--- src/rtl/tour_cmd_seq_if.sv ---
// tour_cmd_seq_if: solver, UART and command-processor signals of the tour command sequencer
interface tour_cmd_seq_if;
   logic        start_tour;
   logic [7:0]  move;
   logic [4:0]  mv_indx;
   logic [15:0] cmd_UART;
   logic        cmd_rdy_UART;
   logic        clr_cmd_rdy;
   logic        send_resp;
   logic [15:0] cmd;
   logic        cmd_rdy;
   logic [7:0]  resp;
   logic        tour_err;
   modport master (
      input  start_tour, move, cmd_UART, cmd_rdy_UART, clr_cmd_rdy, send_resp,
      output mv_indx, cmd, cmd_rdy, resp, tour_err
   );
   modport slave (
      output start_tour, move, cmd_UART, cmd_rdy_UART, clr_cmd_rdy, send_resp,
      input  mv_indx, cmd, cmd_rdy, resp, tour_err
   );
endinterface

--- src/rtl/tour_cmd_seq.sv ---
// tour_cmd_seq: splits each knight's-tour move into vertical/horizontal commands; UART pass-through when idle.
// Build option TOUR_FANFARE_EN: horizontal leg uses the fanfare opcode instead of the plain move opcode.
module tour_cmd_seq #(
   parameter int          NUM_MOVES   = 24,
   parameter logic [3:0]  OPC_MOVE    = 4'h2,
   parameter logic [3:0]  OPC_FANFARE = 4'h3
) (
   input logic            clk,
   input logic            rst_n,
   tour_cmd_seq_if.master bus
);
`ifdef TOUR_FANFARE_EN
   localparam logic FANFARE = 1'b1;
`else
   localparam logic FANFARE = 1'b0;
`endif
   localparam logic [3:0] HORZ_OPC = FANFARE ? OPC_FANFARE : OPC_MOVE;
   typedef enum logic [2:0] {IDLE, VERT, VERT_WAIT, HORZ, HORZ_WAIT} state_t;
   state_t      state, nxt_state;
   logic [4:0]  indx, nxt_indx;
   logic        legal, last, up, dy2, right, dx2;
   logic [15:0] vert_cmd, horz_cmd;
   // move decode: bits with dy>0 are b0,b1,b2,b7; |dy|=2 on b0,b1,b4,b5; dx>0 on b0,b5,b6,b7; |dx|=2 on b2,b3,b6,b7
   always_comb begin
      legal    = $onehot(bus.move);
      up       = |(bus.move & 8'b1000_0111);
      dy2      = |(bus.move & 8'b0011_0011);
      right    = |(bus.move & 8'b1110_0001);
      dx2      = |(bus.move & 8'b1100_1100);
      vert_cmd = {OPC_MOVE, up ? 8'h00 : 8'h7F, dy2 ? 4'd2 : 4'd1};
      horz_cmd = {HORZ_OPC, right ? 8'hBF : 8'h3F, dx2 ? 4'd2 : 4'd1};
      last     = indx == 5'(NUM_MOVES - 1);
   end
   // next-state, index update and command/handshake outputs
   always_comb begin
      nxt_state   = state;
      nxt_indx    = indx;
      bus.cmd     = bus.cmd_UART;
      bus.cmd_rdy = 1'b0;
      case (state)
         IDLE: begin
            bus.cmd_rdy = bus.cmd_rdy_UART;
            if (bus.start_tour) begin
               nxt_state = VERT;
               nxt_indx  = 5'd0;
            end
         end
         VERT: begin
            bus.cmd     = vert_cmd;
            bus.cmd_rdy = legal;
            if (!legal) begin
               nxt_state = IDLE;
               nxt_indx  = 5'd0;
            end else if (bus.clr_cmd_rdy)
               nxt_state = VERT_WAIT;
         end
         VERT_WAIT: begin
            bus.cmd = vert_cmd;
            if (bus.send_resp) nxt_state = HORZ;
         end
         HORZ: begin
            bus.cmd     = horz_cmd;
            bus.cmd_rdy = 1'b1;
            if (bus.clr_cmd_rdy) nxt_state = HORZ_WAIT;
         end
         HORZ_WAIT: begin
            bus.cmd = horz_cmd;
            if (bus.send_resp) begin
               nxt_state = last ? IDLE : VERT;
               nxt_indx  = last ? 5'd0 : indx + 5'd1;
            end
         end
         default: begin
            nxt_state = IDLE;
            nxt_indx  = 5'd0;
         end
      endcase
   end
   // state, move index and error pulse registers
   always_ff @(posedge clk or negedge rst_n) begin
      if (!rst_n) begin
         state        <= IDLE;
         indx         <= 5'd0;
         bus.tour_err <= 1'b0;
      end else begin
         state        <= nxt_state;
         indx         <= nxt_indx;
         bus.tour_err <= (state == VERT) && !legal;
      end
   end
   assign bus.mv_indx = indx;
   assign bus.resp    = (state != IDLE && !last) ? 8'hA5 : 8'h5A;
endmodule

--- src/flat_wrapper.sv ---
// flat-port wrapper written by rule: the top's interface ports become plain ports
module tour_cmd_seq_flat 
#(
   parameter int          NUM_MOVES   = 24,
   parameter logic [3:0]  OPC_MOVE    = 4'h2,
   parameter logic [3:0]  OPC_FANFARE = 4'h3
)
  (clk, rst_n, bus_start_tour, bus_move, bus_cmd_UART, bus_cmd_rdy_UART, bus_clr_cmd_rdy, bus_send_resp, bus_mv_indx, bus_cmd, bus_cmd_rdy, bus_resp, bus_tour_err);
  tour_cmd_seq_if bus_i ();
  input logic clk;
  input logic rst_n;
  input wire logic [$bits(bus_i.start_tour)-1:0] bus_start_tour;
  input wire logic [$bits(bus_i.move)-1:0] bus_move;
  input wire logic [$bits(bus_i.cmd_UART)-1:0] bus_cmd_UART;
  input wire logic [$bits(bus_i.cmd_rdy_UART)-1:0] bus_cmd_rdy_UART;
  input wire logic [$bits(bus_i.clr_cmd_rdy)-1:0] bus_clr_cmd_rdy;
  input wire logic [$bits(bus_i.send_resp)-1:0] bus_send_resp;
  output wire logic [$bits(bus_i.mv_indx)-1:0] bus_mv_indx;
  output wire logic [$bits(bus_i.cmd)-1:0] bus_cmd;
  output wire logic [$bits(bus_i.cmd_rdy)-1:0] bus_cmd_rdy;
  output wire logic [$bits(bus_i.resp)-1:0] bus_resp;
  output wire logic [$bits(bus_i.tour_err)-1:0] bus_tour_err;
  assign bus_i.start_tour = bus_start_tour;
  assign bus_i.move = bus_move;
  assign bus_i.cmd_UART = bus_cmd_UART;
  assign bus_i.cmd_rdy_UART = bus_cmd_rdy_UART;
  assign bus_i.clr_cmd_rdy = bus_clr_cmd_rdy;
  assign bus_i.send_resp = bus_send_resp;
  assign bus_mv_indx = bus_i.mv_indx;
  assign bus_cmd = bus_i.cmd;
  assign bus_cmd_rdy = bus_i.cmd_rdy;
  assign bus_resp = bus_i.resp;
  assign bus_tour_err = bus_i.tour_err;
  tour_cmd_seq #(.NUM_MOVES(NUM_MOVES), .OPC_MOVE(OPC_MOVE), .OPC_FANFARE(OPC_FANFARE)) u_core (.clk(clk), .rst_n(rst_n), .bus(bus_i));
endmodule
--- config.mk ---
export PLATFORM = sky130hd
export DESIGN_NAME = tour_cmd_seq_flat
export DESIGN_NICKNAME = d
export VERILOG_FILES = /design/src/rtl/tour_cmd_seq_if.sv /design/src/rtl/tour_cmd_seq.sv /design/src/flat_wrapper.sv
export SDC_FILE = /design/constraint.sdc
export NUM_CORES = 1
export LEC_CHECK = 0
export ABC_AREA = 1
export CORE_ASPECT_RATIO = 0.5
export CORE_MARGIN = 2
export CORE_UTILIZATION = 43
export CTS_CLUSTER_SIZE = 10
export DETAILED_ROUTE_END_ITERATION = 12
export GPL_ROUTABILITY_DRIVEN = 0
export PLACE_DENSITY = 0.88
export SYNTH_ARGS = -nofsm -noshare
export SYNTH_HDL_FRONTEND = slang
export SYNTH_SLANG_ARGS = --single-unit
--- constraint.sdc ---
create_clock -name clk -period 17.1 [get_ports clk]
set_clock_uncertainty 0.15 [all_clocks]
set_input_delay 5.13 -clock clk [delete_from_list [all_inputs] [get_ports clk]]
set_output_delay 5.13 -clock clk [all_outputs]
set_load 0.01 [all_outputs]
-- After elaboration in Yosys (flattened, before gate mapping)
Index checks and enable logic that the tools add are counted.
- memories: 0
- latch bits: 0
- bits in writable memories: 0
- register bits after elaboration: 9
- output and inout port bits: 31
- memory bits (read-only): 0
- reduce and logical (&&, ||, !) cells: 15
- $add $sub $neg: 8
- divide/modulo/power cells: 0
- multiply operators: 0
- shifts and indexed selects: 0
- bitwise operators: 1
- equal/unequal tests: 12
- magnitude comparators: 0
- muxes and demuxes: 20
- operator list (operator ; count):
    16-bit one-hot mux with 2 select lines ; 1
    5-bit two-way mux ; 4
    5-bit one-hot mux with 4 select lines ; 1
    3-bit two-way mux ; 6
    8-bit two-way mux ; 2
    4-bit OR reduction ; 4
    3-bit one-hot mux with 5 select lines ; 1
    4-bit adder ; 3
    2-bit inequality test, second input constant ; 5
    1-bit by 1-bit adder with 2-bit output ; 4
    7-bit two-way mux ; 1
    3-bit by 2-bit equality test with 1-bit output, second input constant ; 2
    2-bit OR reduction ; 3
    5-bit by 1-bit adder with 5-bit output, second input constant ; 1
    5-bit equality test, second input constant ; 1
    5-bit AND reduction ; 1
    4-bit by 1-bit equality test with 1-bit output, second input constant ; 1
    2-bit two-way mux ; 2
    4-bit AND reduction ; 1
    3-bit by 1-bit equality test with 1-bit output, second input constant ; 1
    3-bit equality test, second input constant ; 1
    3-bit logical NOT ; 1
    3-bit inequality test, second input constant ; 1
    1-bit one-hot mux with 3 select lines ; 1
    other kinds (5) ; 7

-- Depth between registers and ports, before layout
- depth after elaboration: 6
- mapped depth: 16
- depth with buffers taken out: 16

-- Worst setup path before layout
OpenSTA, ideal clock, no wires.
- path type: input port to output port
- from: input port bus_move[6]
- to: output port bus_cmd_rdy
- required time: 11.820 ns
- cell stages on the path: 12
- arrival: 7.501 ns
- buffers on the path: 0
- slack: 4.319 ns
- cell sequence: ha_1 fa_1 inv_1 fa_1 inv_1 ha_1 fa_1 inv_1 nand2_1 nor2_1 nand2_1 nand3_1
- cells in the longest elaborated chain, start to end: 5
- ends and longest elaborated chain (element ; line ; text):
    start, declared ; flat_wrapper.sv:13 ; input wire logic [$bits(bus_i.move)-1:0] bus_move;
    1-bit by 1-bit adder with 2-bit output (implied by the code) ; tour_cmd_seq.sv:25 ; legal = $onehot(bus.move);
    4-bit adder (implied by the code) (2 in a row) ; tour_cmd_seq.sv:25 ;
    4-bit by 1-bit equality test with 1-bit output ; tour_cmd_seq.sv:25 ;
    1-bit one-hot mux with 3 select lines ; tour_cmd_seq.sv:40 ; case (state)
    end, declared ; flat_wrapper.sv:20 ; output wire logic [$bits(bus_i.cmd_rdy)-1:0] bus_cmd_rdy;
No other way between the ends.

-- Final worst setup path
- from: input port bus_move[7]
- to: output port bus_cmd_rdy
Same word-level chain as after synthesis.

==> impl_metrics.csv <==
group,metric,value,unit
cells_and_area,multiInputGateArea,709.4,sq um
critical_path,r2r_slack,15600,ps
sta,max_slew_margin,69.13,%
floorplan,num_io_pins,61,
critical_path,timing.rr.start,"u_core.state[1]",
clock_network,cts_setup_buffers,0,
global_routing,grt.met1_usage,22.02,%
drt,post_drt_wl_per_cell,10.19,microns
min_path,whs_path_depth,2,
sta,fin_crit_sh,81.18,%
drt,first_iter_violations,27,
sta,rsz0062_at_grt,"false",
place,place_hpwl,2.461,mm
synth,synth.net_count,230,
drt,wirelength,2.852,mm
clock_network,cts_root_buffer,"clkbuf_8",
clock_network,cts_hold_buffers,0,
sta,tns,0,ps
synth,synth.avg_cell_area,6.222,sq um
job,max_cap_violations,0,
synth,synth_cell_types,19,
synth,ys_seq_elements,9,
clock_network,cts_buffers,3,
global_routing,overflow,0,
floorplan,coreArea,0.002570,sq mm
sta,finalSetupViolCount,0,
global_routing,grt_pass1_vias,1091,
synth,synth_top_area_share,19.57,%
min_path,min_to,"u_core.bus.mv_indx[3]",
cells_and_area,drive_gt1_share,4.527,%
cells_and_area,n_fill_cell,230,
drt,drc_errors,0,
synth,synth_area_leader_cell,"dfrtp_1",
critical_path,worstPathArrival,8600,ps
power_and_ir_drop,irDropWorstVdd,0.00007698,V
cells_and_area,regArea,225.2,sq um
drt,first_pass_iters,4,
clock_network,cts_resized,0,
drt,vias_per_cell,4.475,
global_routing,grtUsageTotal,19.00,%
min_path,worstHoldStart,"u_core.bus.mv_indx[3]",
sta,drv_slew,0,
min_path,hold_class,"flip-flop to flip-flop",
global_routing,grt_pass1_wl,4.526,mm
critical_path,ff2ff_path_depth,7,
global_routing,use_met3,4.054,%
cells_and_area,final_nets,289,
critical_path,setup.worst_path.class,"primary input to output pin",
cells_and_area,n_antenna_cell,0,
outcome,status,"complete, no violations",
critical_path,required,11820,ps
power_and_ir_drop,power_density,138.4,mW/mm^2
critical_path,reg2reg_to,"u_core.bus.mv_indx[3]",
cells_and_area,mostFrequentLayoutCells,"clkdlybuf4s50_1, nand2_1, inv_1, nor2_1, nand3_1",
sta,max_freq,72.04,MHz
synth,syn-cell-area,0.001151,sq mm
global_routing,antenna_found_initial,0,
synth,yosys-top-cells-area,"dfrtp_1, nand2_1, inv_1, ha_1, nand3_1",
drt,num_vias,1253,
global_routing,grt.busiest_layer,"met2",
clock_network,htree_levels,1,
clock_network,clkSinkCount,9,
cells_and_area,areaGrowthSynthToFinish,56.20,%
floorplan,die_w,77.17,microns
synth,synthCells,185,
sta,period_needed,13880,ps
global_routing,grt_max_degree,10,
cells_and_area,utilization,69.96,%
critical_path,cp-end-kind,"output pin",
clock_network,cts_buffer_depth,2,
floorplan,rows,13,
floorplan,dieArea,0.003132,sq mm
floorplan,initial_core_util,44.79,%
clock_network,cts_tree,"yes",
sta,hold_viol,0,
power_and_ir_drop,total_leakage_power,0.9869,nW
clock_network,clock_latency,240,ps
place,port_buffers,60,
floorplan,die_height,40.59,microns
sta,tightest_slew,458.3,ps
critical_path,cp-start-kind,"primary input",
drt,ant_nets,0,
synth,yosysWarnings,0,
global_routing,use_met2,36.96,%
critical_path,worstPathMaxFanout,3,
cells_and_area,final_common_cell,"clkdlybuf4s50_1",
clock_network,clkSlewWorstSetupHoldPaths,50,ps
synth,ys_seq_area_share,19.57,%
## stage by stage
step                      instances  hold slack (ps)  power [mW]  worst slack (ps)  instance area (sq um)
after global routing            280            421.6      0.2721              2984                   1798
final                           280            383.1      0.2489              3219                   1798
after detailed placement        276            366.6      0.2253              3203                   1753
after floorplan                 185            394.8      0.1423              4319                   1151
after global placement          276            356.5      0.2213              3289                   1753
after CTS                       280            383.0      0.2521              3184                   1798
## flip-flops by register name, indices dropped and copies added (netlist names)
signal and cells:
u_core.bus.mv_indx 5, u_core.bus.tour_err 1, u_core.state 3
## layer usage
| layer | wire [microns] | part of all wire (%) |
|---|---|---|
| met5 | 0 | 0 |
| met2 | 1391 | 49 |
| met4 | 40 | 1.4 |
| met3 | 149 | 5.2 |
| met1 | 1271 | 45 |
## area by class of cell
class                           count  area share, %
Sequential cell                     9          12.53
Inverter                           45          9.534
Clock buffer                        4          2.505
Multi-Input combinational cell    125          39.46
Tap cell                           37          2.575
Timing Repair Buffer               60          33.40
## power by group
part,total (mW),switching (mW),internal (mW)
combinational,0.193,0.0951,0.0981
sequential,0.0301,0.00472,0.0254
clock,0.0256,0.00929,0.0163
total,0.249,0.109,0.140
## critical path: stages
cell,delay (ps)
clkdlybuf4s50_1,480
inv_1,60
ha_1,280
inv_1,60
fa_1,440
fa_1,520
inv_1,40
ha_1,200
fa_1,470
inv_1,70
nand2_1,50
nor2_1,110
nand2_1,100
nand3_1,70
clkdlybuf4s50_1,530
## Yosys cell counts
cell,n
inv_1,42
fa_1,4
nand2_2,2
ha_1,11
or2_1,1
nand2_4,2
nor3_1,1
o22ai_1,1
buf_4,6
inv_4,1
nand2_1,51
nor2_8,1
dfrtp_1,9
nand4_1,2
o21ai_0,3
inv_2,2
a21oi_1,2
nor2_1,24
nand3_1,20
## worst max path at each step
stage,start,endpoint,slack [ps],depth (start not counted)
2_1_floorplan,bus_move[6],bus_cmd_rdy,4320,12
3_3_place_gp,bus_move[7],bus_cmd_rdy,3290,15
3_5_place_dp,bus_move[6],bus_cmd_rdy,3200,15
4_1_cts,bus_move[6],bus_cmd_rdy,3180,15
5_1_grt,bus_move[7],bus_cmd_rdy,2980,15
6_report,bus_move[7],bus_cmd_rdy,3220,15
## cells by family after synthesis
logic type	Yosys count	share of synthesized area (%)
AOI/OAI and AO/OA	6	2.717
and+or+nand+nor	104	40.00
DFF	9	19.57
adders and majority gates	15	18.91
buffers and inverters	51	18.80
No activity file was read; power rests on OpenSTA's default activity.
